--- src/rtl/seg7_pkg.sv ---
// Shared definitions for the 7-segment scan driver.
//   SEG_DARK        all segments off (active-high)
//   GLYPH_*         active-high {a,b,c,d,e,f,g} patterns, bit 6 = a
//   blink_phase_e   visible / hidden half of the blink period
//   seg7_glyph()    4-bit code -> active-high pattern; 10-15 are hex glyphs
//                   or dark, depending on hex_en
package seg7_pkg;

    localparam logic [6:0] SEG_DARK = 7'b0000000;

    localparam logic [6:0] GLYPH_0 = 7'b1111110;
    localparam logic [6:0] GLYPH_1 = 7'b0110000;
    localparam logic [6:0] GLYPH_2 = 7'b1101101;
    localparam logic [6:0] GLYPH_3 = 7'b1111001;
    localparam logic [6:0] GLYPH_4 = 7'b0110011;
    localparam logic [6:0] GLYPH_5 = 7'b1011011;
    localparam logic [6:0] GLYPH_6 = 7'b1011111;
    localparam logic [6:0] GLYPH_7 = 7'b1110000;
    localparam logic [6:0] GLYPH_8 = 7'b1111111;
    localparam logic [6:0] GLYPH_9 = 7'b1110011;
    localparam logic [6:0] GLYPH_A = 7'b1110111;
    localparam logic [6:0] GLYPH_B = 7'b0011111;
    localparam logic [6:0] GLYPH_C = 7'b1001110;
    localparam logic [6:0] GLYPH_D = 7'b0111101;
    localparam logic [6:0] GLYPH_E = 7'b1001111;
    localparam logic [6:0] GLYPH_F = 7'b1000111;

    typedef enum logic {
        PHASE_ON  = 1'b0,
        PHASE_OFF = 1'b1
    } blink_phase_e;

    function automatic logic [6:0] seg7_glyph(input logic [3:0] code, input logic hex_en);
        logic [6:0] pat;
        pat = SEG_DARK;
        case (code)
            4'h0: pat = GLYPH_0;
            4'h1: pat = GLYPH_1;
            4'h2: pat = GLYPH_2;
            4'h3: pat = GLYPH_3;
            4'h4: pat = GLYPH_4;
            4'h5: pat = GLYPH_5;
            4'h6: pat = GLYPH_6;
            4'h7: pat = GLYPH_7;
            4'h8: pat = GLYPH_8;
            4'h9: pat = GLYPH_9;
            4'hA: pat = hex_en ? GLYPH_A : SEG_DARK;
            4'hB: pat = hex_en ? GLYPH_B : SEG_DARK;
            4'hC: pat = hex_en ? GLYPH_C : SEG_DARK;
            4'hD: pat = hex_en ? GLYPH_D : SEG_DARK;
            4'hE: pat = hex_en ? GLYPH_E : SEG_DARK;
            4'hF: pat = hex_en ? GLYPH_F : SEG_DARK;
        endcase
        return pat;
    endfunction

endpackage

--- src/rtl/seg7_encode.sv ---
// Combinational glyph encoder for the currently scanned digit.
//   code     4-bit BCD/hex code
//   hex_en   1: codes 10-15 render as A,b,C,d,E,F; 0: they render dark
//   dark     force the pattern dark (blank, blink off-phase, suppressed zero)
//   pattern  active-high {a,b,c,d,e,f,g}
module seg7_encode
    import seg7_pkg::*;
(
    input  logic [3:0] code,
    input  logic       hex_en,
    input  logic       dark,
    output logic [6:0] pattern
);

    assign pattern = dark ? SEG_DARK : seg7_glyph(code, hex_en);

endmodule

--- src/rtl/seg7_scan_driver.sv ---
// Time-multiplexed driver for NUM_DIGITS 7-segment digits on one segment bus.
//   clk, reset   clock, synchronous active-high reset
//   digits_in    4-bit code per digit, [4i+3:4i] = digit i (digit 0 rightmost)
//   dp_in        decimal point per digit
//   blank_in     force digit dark
//   blink_in     digit dark during the blink off-phase
//   lz_en        leading-zero suppression
//   load         1-cycle strobe: capture all *_in and lz_en
//   load_ack     1-cycle pulse when the loaded data first appears (digit 0)
//   seg_out      {a..g}, bit 6 = a; dp_out decimal point; an_out digit enables
// Loaded data waits in a pending buffer and is promoted only at frame end,
// so a frame never shows a mix of old and new values.
module seg7_scan_driver
    import seg7_pkg::*;
#(
    parameter int NUM_DIGITS   = 4,
    parameter int REFRESH_DIV  = 50000,
    parameter int BLINK_FRAMES = 64,
    parameter int HEX_EN       = 0,
    parameter int SEG_ACT_LOW  = 1,
    parameter int AN_ACT_LOW   = 1
) (
    input  logic                    clk,
    input  logic                    reset,
    input  logic [4*NUM_DIGITS-1:0] digits_in,
    input  logic [NUM_DIGITS-1:0]   dp_in,
    input  logic [NUM_DIGITS-1:0]   blank_in,
    input  logic [NUM_DIGITS-1:0]   blink_in,
    input  logic                    lz_en,
    input  logic                    load,
    output logic                    load_ack,
    output logic [6:0]              seg_out,
    output logic                    dp_out,
    output logic [NUM_DIGITS-1:0]   an_out
);

    localparam int TW = $clog2(REFRESH_DIV);
    localparam int IW = (NUM_DIGITS > 1) ? $clog2(NUM_DIGITS) : 1;
    localparam int FW = (BLINK_FRAMES > 1) ? $clog2(BLINK_FRAMES) : 1;

    localparam logic [TW-1:0] TICK_LAST  = TW'(REFRESH_DIV - 1);
    localparam logic [IW-1:0] IDX_LAST   = IW'(NUM_DIGITS - 1);
    localparam logic [FW-1:0] FRAME_LAST = FW'(BLINK_FRAMES - 1);

    // XOR masks that map active-high internal values onto pin polarity.
    localparam logic [6:0]            SEG_INV = {7{SEG_ACT_LOW != 0}};
    localparam logic                  DP_INV  = (SEG_ACT_LOW != 0);
    localparam logic [NUM_DIGITS-1:0] AN_INV  = {NUM_DIGITS{AN_ACT_LOW != 0}};
    localparam logic                  HEX_ON  = (HEX_EN != 0);

    typedef struct packed {
        logic                    lz_en;
        logic [NUM_DIGITS-1:0]   blink;
        logic [NUM_DIGITS-1:0]   blank;
        logic [NUM_DIGITS-1:0]   dp;
        logic [4*NUM_DIGITS-1:0] digits;
    } disp_buf_t;

    logic [TW-1:0] tick;
    logic [IW-1:0] idx;
    logic [FW-1:0] frame_cnt;
    blink_phase_e  phase;
    disp_buf_t     active_buf, pending_buf, in_buf;
    logic          pending_valid;
    logic          committed;   // active_buf was replaced at the last frame end
    logic          digit_end, frame_end;

    assign in_buf    = {lz_en, blink_in, blank_in, dp_in, digits_in};
    assign digit_end = (tick == TICK_LAST);
    assign frame_end = digit_end && (idx == IDX_LAST);

    // Scan position: tick within the digit slot, idx = digit being fetched.
    always_ff @(posedge clk) begin
        if (reset) begin
            tick <= '0;
            idx  <= '0;
        end else if (digit_end) begin
            // NOTE: sequential state uses non-blocking assignments so every
            // flop samples pre-edge values regardless of statement order.
            tick <= '0;
            idx  <= (idx == IDX_LAST) ? '0 : idx + IW'(1);
        end else begin
            tick <= tick + TW'(1);
        end
    end

    // Blink phase flips every BLINK_FRAMES frames, aligned to frame ends.
    always_ff @(posedge clk) begin
        if (reset) begin
            frame_cnt <= '0;
            phase     <= PHASE_ON;
        end else if (frame_end) begin
            if (frame_cnt == FRAME_LAST) begin
                frame_cnt <= '0;
                phase     <= (phase == PHASE_ON) ? PHASE_OFF : PHASE_ON;
            end else begin
                frame_cnt <= frame_cnt + FW'(1);
            end
        end
    end

    // Pending/active buffers. A load on the frame-end cycle bypasses pending.
    always_ff @(posedge clk) begin
        if (reset) begin
            // NOTE: these buffers are plain flops whose contents are visible
            // right after reset (digits show '0'), so they are reset, unlike
            // a RAM-style storage array would be.
            active_buf    <= '0;
            pending_buf   <= '0;
            pending_valid <= 1'b0;
            committed     <= 1'b0;
        end else begin
            committed <= 1'b0;
            if (frame_end) begin
                if (load) begin
                    active_buf <= in_buf;
                    committed  <= 1'b1;
                end else if (pending_valid) begin
                    active_buf <= pending_buf;
                    committed  <= 1'b1;
                end
                pending_valid <= 1'b0;
            end else if (load) begin
                pending_buf   <= in_buf;
                pending_valid <= 1'b1;
            end
        end
    end

    // Per-digit darkness, including leading-zero suppression rippling down
    // from the most significant digit. A nonzero code or a decimal point
    // breaks the run for that digit and all lower ones; digit 0 always shows.
    logic [3:0]            codes [NUM_DIGITS];
    logic [NUM_DIGITS-1:0] lz_sup, digit_dark;
    logic                  lz_run;

    for (genvar i = 0; i < NUM_DIGITS; i++) begin : g_digit
        assign codes[i]      = active_buf.digits[4*i +: 4];
        assign digit_dark[i] = active_buf.blank[i]
                             | (active_buf.blink[i] & (phase == PHASE_OFF))
                             | lz_sup[i];
    end

    always_comb begin
        // NOTE: every always_comb output gets a default first, so no path
        // leaves a value unassigned and no latch is inferred.
        lz_sup = '0;
        lz_run = active_buf.lz_en;
        for (int i = NUM_DIGITS - 1; i >= 1; i--) begin
            lz_run    = lz_run & (codes[i] == 4'd0) & ~active_buf.dp[i];
            lz_sup[i] = lz_run;
        end
    end

    logic [3:0]            cur_code;
    logic                  cur_dark, cur_dp;
    logic [6:0]            cur_pat;
    logic [NUM_DIGITS-1:0] an_onehot;

    assign cur_code = codes[idx];
    assign cur_dark = digit_dark[idx];
    assign cur_dp   = active_buf.dp[idx] & ~cur_dark;

    seg7_encode u_encode (
        .code    (cur_code),
        .hex_en  (HEX_ON),
        .dark    (cur_dark),
        .pattern (cur_pat)
    );

    always_comb begin
        an_onehot      = '0;
        an_onehot[idx] = 1'b1;
    end

    // Output registers: anode, segments, dp and ack all move on one edge.
    always_ff @(posedge clk) begin
        if (reset) begin
            an_out   <= AN_INV;
            seg_out  <= SEG_DARK ^ SEG_INV;
            dp_out   <= DP_INV;
            load_ack <= 1'b0;
        end else begin
            an_out   <= an_onehot ^ AN_INV;
            seg_out  <= cur_pat ^ SEG_INV;
            dp_out   <= cur_dp ^ DP_INV;
            load_ack <= committed;
        end
    end

endmodule

--- config.mk ---
export PLATFORM = sky130hd
export DESIGN_NAME = seg7_scan_driver
export DESIGN_NICKNAME = d
export VERILOG_FILES = /design/src/rtl/seg7_pkg.sv /design/src/rtl/seg7_encode.sv /design/src/rtl/seg7_scan_driver.sv
export SDC_FILE = /design/constraint.sdc
export NUM_CORES = 1
export LEC_CHECK = 0
export BUFFER_PORTS_ARGS = -buffer_cell sky130_fd_sc_hd__buf_2
export CAP_MARGIN = 20
export CORE_MARGIN = 2
export CORE_UTILIZATION = 40
export CTS_CLUSTER_SIZE = 24
export DETAILED_ROUTE_END_ITERATION = 8
export PLACE_DENSITY = 0.7
export SLEW_MARGIN = 10
export SYNTH_ARGS = -nofsm -noshare
export SYNTH_HDL_FRONTEND = slang
export SYNTH_SLANG_ARGS = --single-unit
--- constraint.sdc ---
create_clock -name clk -period 2.7 [get_ports clk]
set_clock_uncertainty 0.05 [all_clocks]
set_input_delay 0.27 -clock clk [delete_from_list [all_inputs] [get_ports clk]]
set_output_delay 0.27 -clock clk [all_outputs]
set_load 0.01 [all_outputs]
==> summary by stage <==
Power and ir drop
Across the VDD grid, the largest voltage drop is 0.000210 V. The share of total power dissipated in the clock network is 34.6%. The switching fraction of total power is 22.9%.

In this run the power spent charging and discharging nets is 581 uW. The design internal power is 1.95 mW. Power spread over the standard cell area amounts to 542 nW/um^2. The fraction of power consumed by sequential logic is 58.9%. Combinational cells account for 6.5% of the total power. The analysis attributes to cell leakage a power of 1.78 nW.

Logic synthesis
The mean post-synth cell area is 9.03 sq um. The synthesized netlist net count is 499. The register bit total from synthesis is 98.

The synthesized netlist contains 41 unique library cells. After synthesis the cells add up to 4160 sq um. The post-synthesis async set-or-reset flop share is 0%. The total number of yosys warnings is 0. The share of the Yosys chip area taken by registers is 47.1%. Counting flops with a built-in enable in the synthesized netlist gives 0. The dominant synthesized flop cell is dfxtp_1. The number of standard cells after synthesis is 461.

Timing
Timing would allow up to 424 MHz. Measured against its own limit, the worst slew margin works out to 31.4%. The hold violation count in the final report was 0. The final critical-path share of the clock period is 87.3%. The slew of the pin with the lowest slew margin is 1.03 ns. The total count of max-transition violations in the final report came to 0.

Setup violations remaining at the end of the flow were counted as 0. The post-route setup TNS is 0 ns. After layout, the minimum clock period comes to 2.36 ns. Setup repair after global routing left no endpoint under its margin.

Clocking
The clock transition at the register clock pins on the worst setup and hold paths after CTS is 0.09 ns. The post-cts sizing count is 0. The total clock buffers created by CTS is 9. The CTS tree is done. The deepest level of the CTS H-tree is 3. The clock insertion delay at the later pin of the skew report is 0.35 ns.

No sink is reached through more buffers than the 2 on the longest clock path. For this design, the CTS-stage hold fixing added 0 buffers. The number of buffers inserted by post-CTS setup repair is 0. The clock root buffer is clkbuf_8. The tree built by TritonCTS fans out to 98 sinks.

Finish
The leading cell type in the layout, fill and taps excluded is dfxtp_1. The area growth from synthesis to layout is 12.3%. Counting the fill cells in the layout gives 996.

In the layout the commonest cells are 98 x dfxtp_1, 72 x nand2_1, 66 x nor2_1, 44 x buf_2, 36 x a21oi_1. The number of standard cells in the layout, taps in and fillers out is 638. The share of post-route cells with drive strength above 1 is 15.6%. The final-stage net count is 534.

Routing
In the routed design, unresolved DRC markers number 0. The final routed wirelength across all metal layers is 8390 um. Dividing the detail-routed wire length by the instance count gives 13.2 um. The routed layout has 3262 vias. The number of iterations in the first detailed-routing pass is 4. The number of DRC markers in iteration 0 is 188. The average via count per standard cell is 5.11. The remaining antenna violation count is 0.

GRT
The global-route wire length before repair is 14300 um. After global routing the overflow that remains totals 0. The initial antenna violation count is 1. The via count of the first global-routing pass is 3044. The maximum number of pins on one net before global-route repair is 60. The combined global-route utilization of all metal layers is 15.7%.

Die
The die height is 106 um. Row generation in the floorplan step produced 37 rows. The die area is 11200 sq um.

The core area is 10200 sq um. For this configuration, the core starts out at a cell density of 40.7%. The horizontal extent of the die is 106 um. The number of ports placed on the die boundary is 45.

Critical path
The cell family with the largest share of critical-path delay is simple AND/OR/NAND/NOR gates. The number of buffers and inverters on the critical path is 0. The highest net fanout along the worst path is 29.

Data arrives at the worst endpoint at 2.51 ns. The critical path goes through or4_4, nor4_4, and2b_1, nand2_1, a21oi_1. Tracing the worst setup path back leads to its startpoint at tick[13]$_SDFF_PP0_. The worst register-to-register path begins at tick[13]$_SDFF_PP0_. The sort of element at the end of the critical path is a flop.

The required time reported for the critical path endpoint is 2.86 ns. The cell type of the slowest stage on the worst timing path is and2b_1. In this design, the stage delay of the slowest critical-path cell is 0.59 ns. STA classifies the critical path startpoint as a flop. By startpoint and endpoint, the worst setup path is classified as reg2reg.

Min path
The worst hold path startpoint is lz_en. The tightest min-delay check is of the in2reg type.

Run status
The flow ran to the end, and the final reports show no timing, DRC or antenna violations.

Flow run
The max-capacitance violation count is 0.

Placement
Once placement completed, the tool counted placed cells totaling 621. The detailed-placement wirelength estimate is 6020 um. The port buffer count is 44. The congestion estimate from routability-driven global placement came to 0.825.
==> state kept, by name, indices dropped and copies added (netlist names) <==
register / count
frame_cnt: 6
active_buf: 29
committed: 1
load_ack: 1
seg_out: 7
tick: 16
dp_out: 1
an_out: 4
idx: 2
phase: 1
pending_buf: 29
pending_valid: 1
==> kinds of logic after synthesis <==
family,share of synthesized area (%)
and+or+nand+nor,19.9
AOI/OAI and AO/OA,12.3
DFF,47.1
muxes,10.6
adders and majority gates,1.80
buffers and inverters,4.30
xor gates and xnor gates,4.00
==> layer usage <==
metal  vias up  part of all wire (%)  GRT usage (%)
met1      1533                    44           19.5
met3         9                   3.9           4.11
li1       1663                     -              -
met4         2                  0.76           4.98
met2        55                    51           26.8
met5         -                  0.15              0
==> path summary, 6_finish.rpt <==
kind	cells after the start	endpoint	slack [ns]
worst max-delay path	5	pending_buf[7]$_SDFFE_PP0P_	0.34
worst min-delay path	3	pending_buf[28]$_SDFFE_PP0P_	0.11
worst max register to register	5	pending_buf[7]$_SDFFE_PP0P_	0.34
worst min register to register	1	load_ack$_SDFF_PP0_	0.40
==> cell usage after synthesis, types with 3 or more instances <==
library cell	n	area share [%]
a211oi_1	32	5.8
a21oi_1	36	4.3
buf_2	8	0.96
buf_4	5	0.90
clkbuf_1	15	1.4
dfxtp_1	98	47
ha_1	6	1.8
inv_1	6	0.54
mux2i_1	33	7.9
mux4_2	5	2.7
nand2_1	72	6.5
nand2b_1	6	0.90
nand3_1	6	0.72
nand4_1	8	1.2
nor2_1	66	5.9
nor2b_1	3	0.45
nor3_1	6	0.72
o21ai_0	5	0.60
xnor2_1	6	1.3
xor2_1	13	2.7
==> power by group through the flow <==
stage	clock network, mW	logic, mW	registers, mW
6_report	0.877	0.164	1.49
5_1_grt	0.962	0.184	1.50
4_1_cts	0.903	0.167	1.49
3_5_place_dp	0	0.166	1.53
3_3_place_gp	0	0.162	1.53
2_1_floorplan	0	0.106	1.53
==> through the flow <==
| step | area, sq um | setup slack, ns | util [%] | hold WS (ns) | power, mW |
|---|---|---|---|---|---|
| final | 4680 | 0.344 | 45.7 | 0.111 | 2.53 |
| after global routing | 4680 | 0.186 | 45.7 | 0.0926 | 2.64 |
| after CTS | 4680 | 0.352 | 45.7 | 0.0940 | 2.56 |
| after detailed placement | 4490 | 0.374 | 43.9 | 0.392 | 1.69 |
| after global placement | 4490 | 0.417 | 43.9 | 0.378 | 1.69 |
| after floorplan | 4160 | 0.646 | - | 0.356 | 1.63 |
==> final cells by class <==
type	count	area [sq um]	area share [%]
multi-input combinational	327	2030	43.4
sequential	98	1960	41.9
timing repair buffer	54	308	6.58
clock buffer	14	173	3.69
tap	136	170	3.64
inverter	6	22.5	0.481
clock inverter	2	10.0	0.214
antenna	1	2.50	0.0535
==> worst register-to-register path: cells and delay by family, from the launching register on <==
kind,cells,cell delay [ns]
flops,1,0.35
compound gates,1,0.08
simple gates,4,1.75
(Power assumes the default switching activity.)
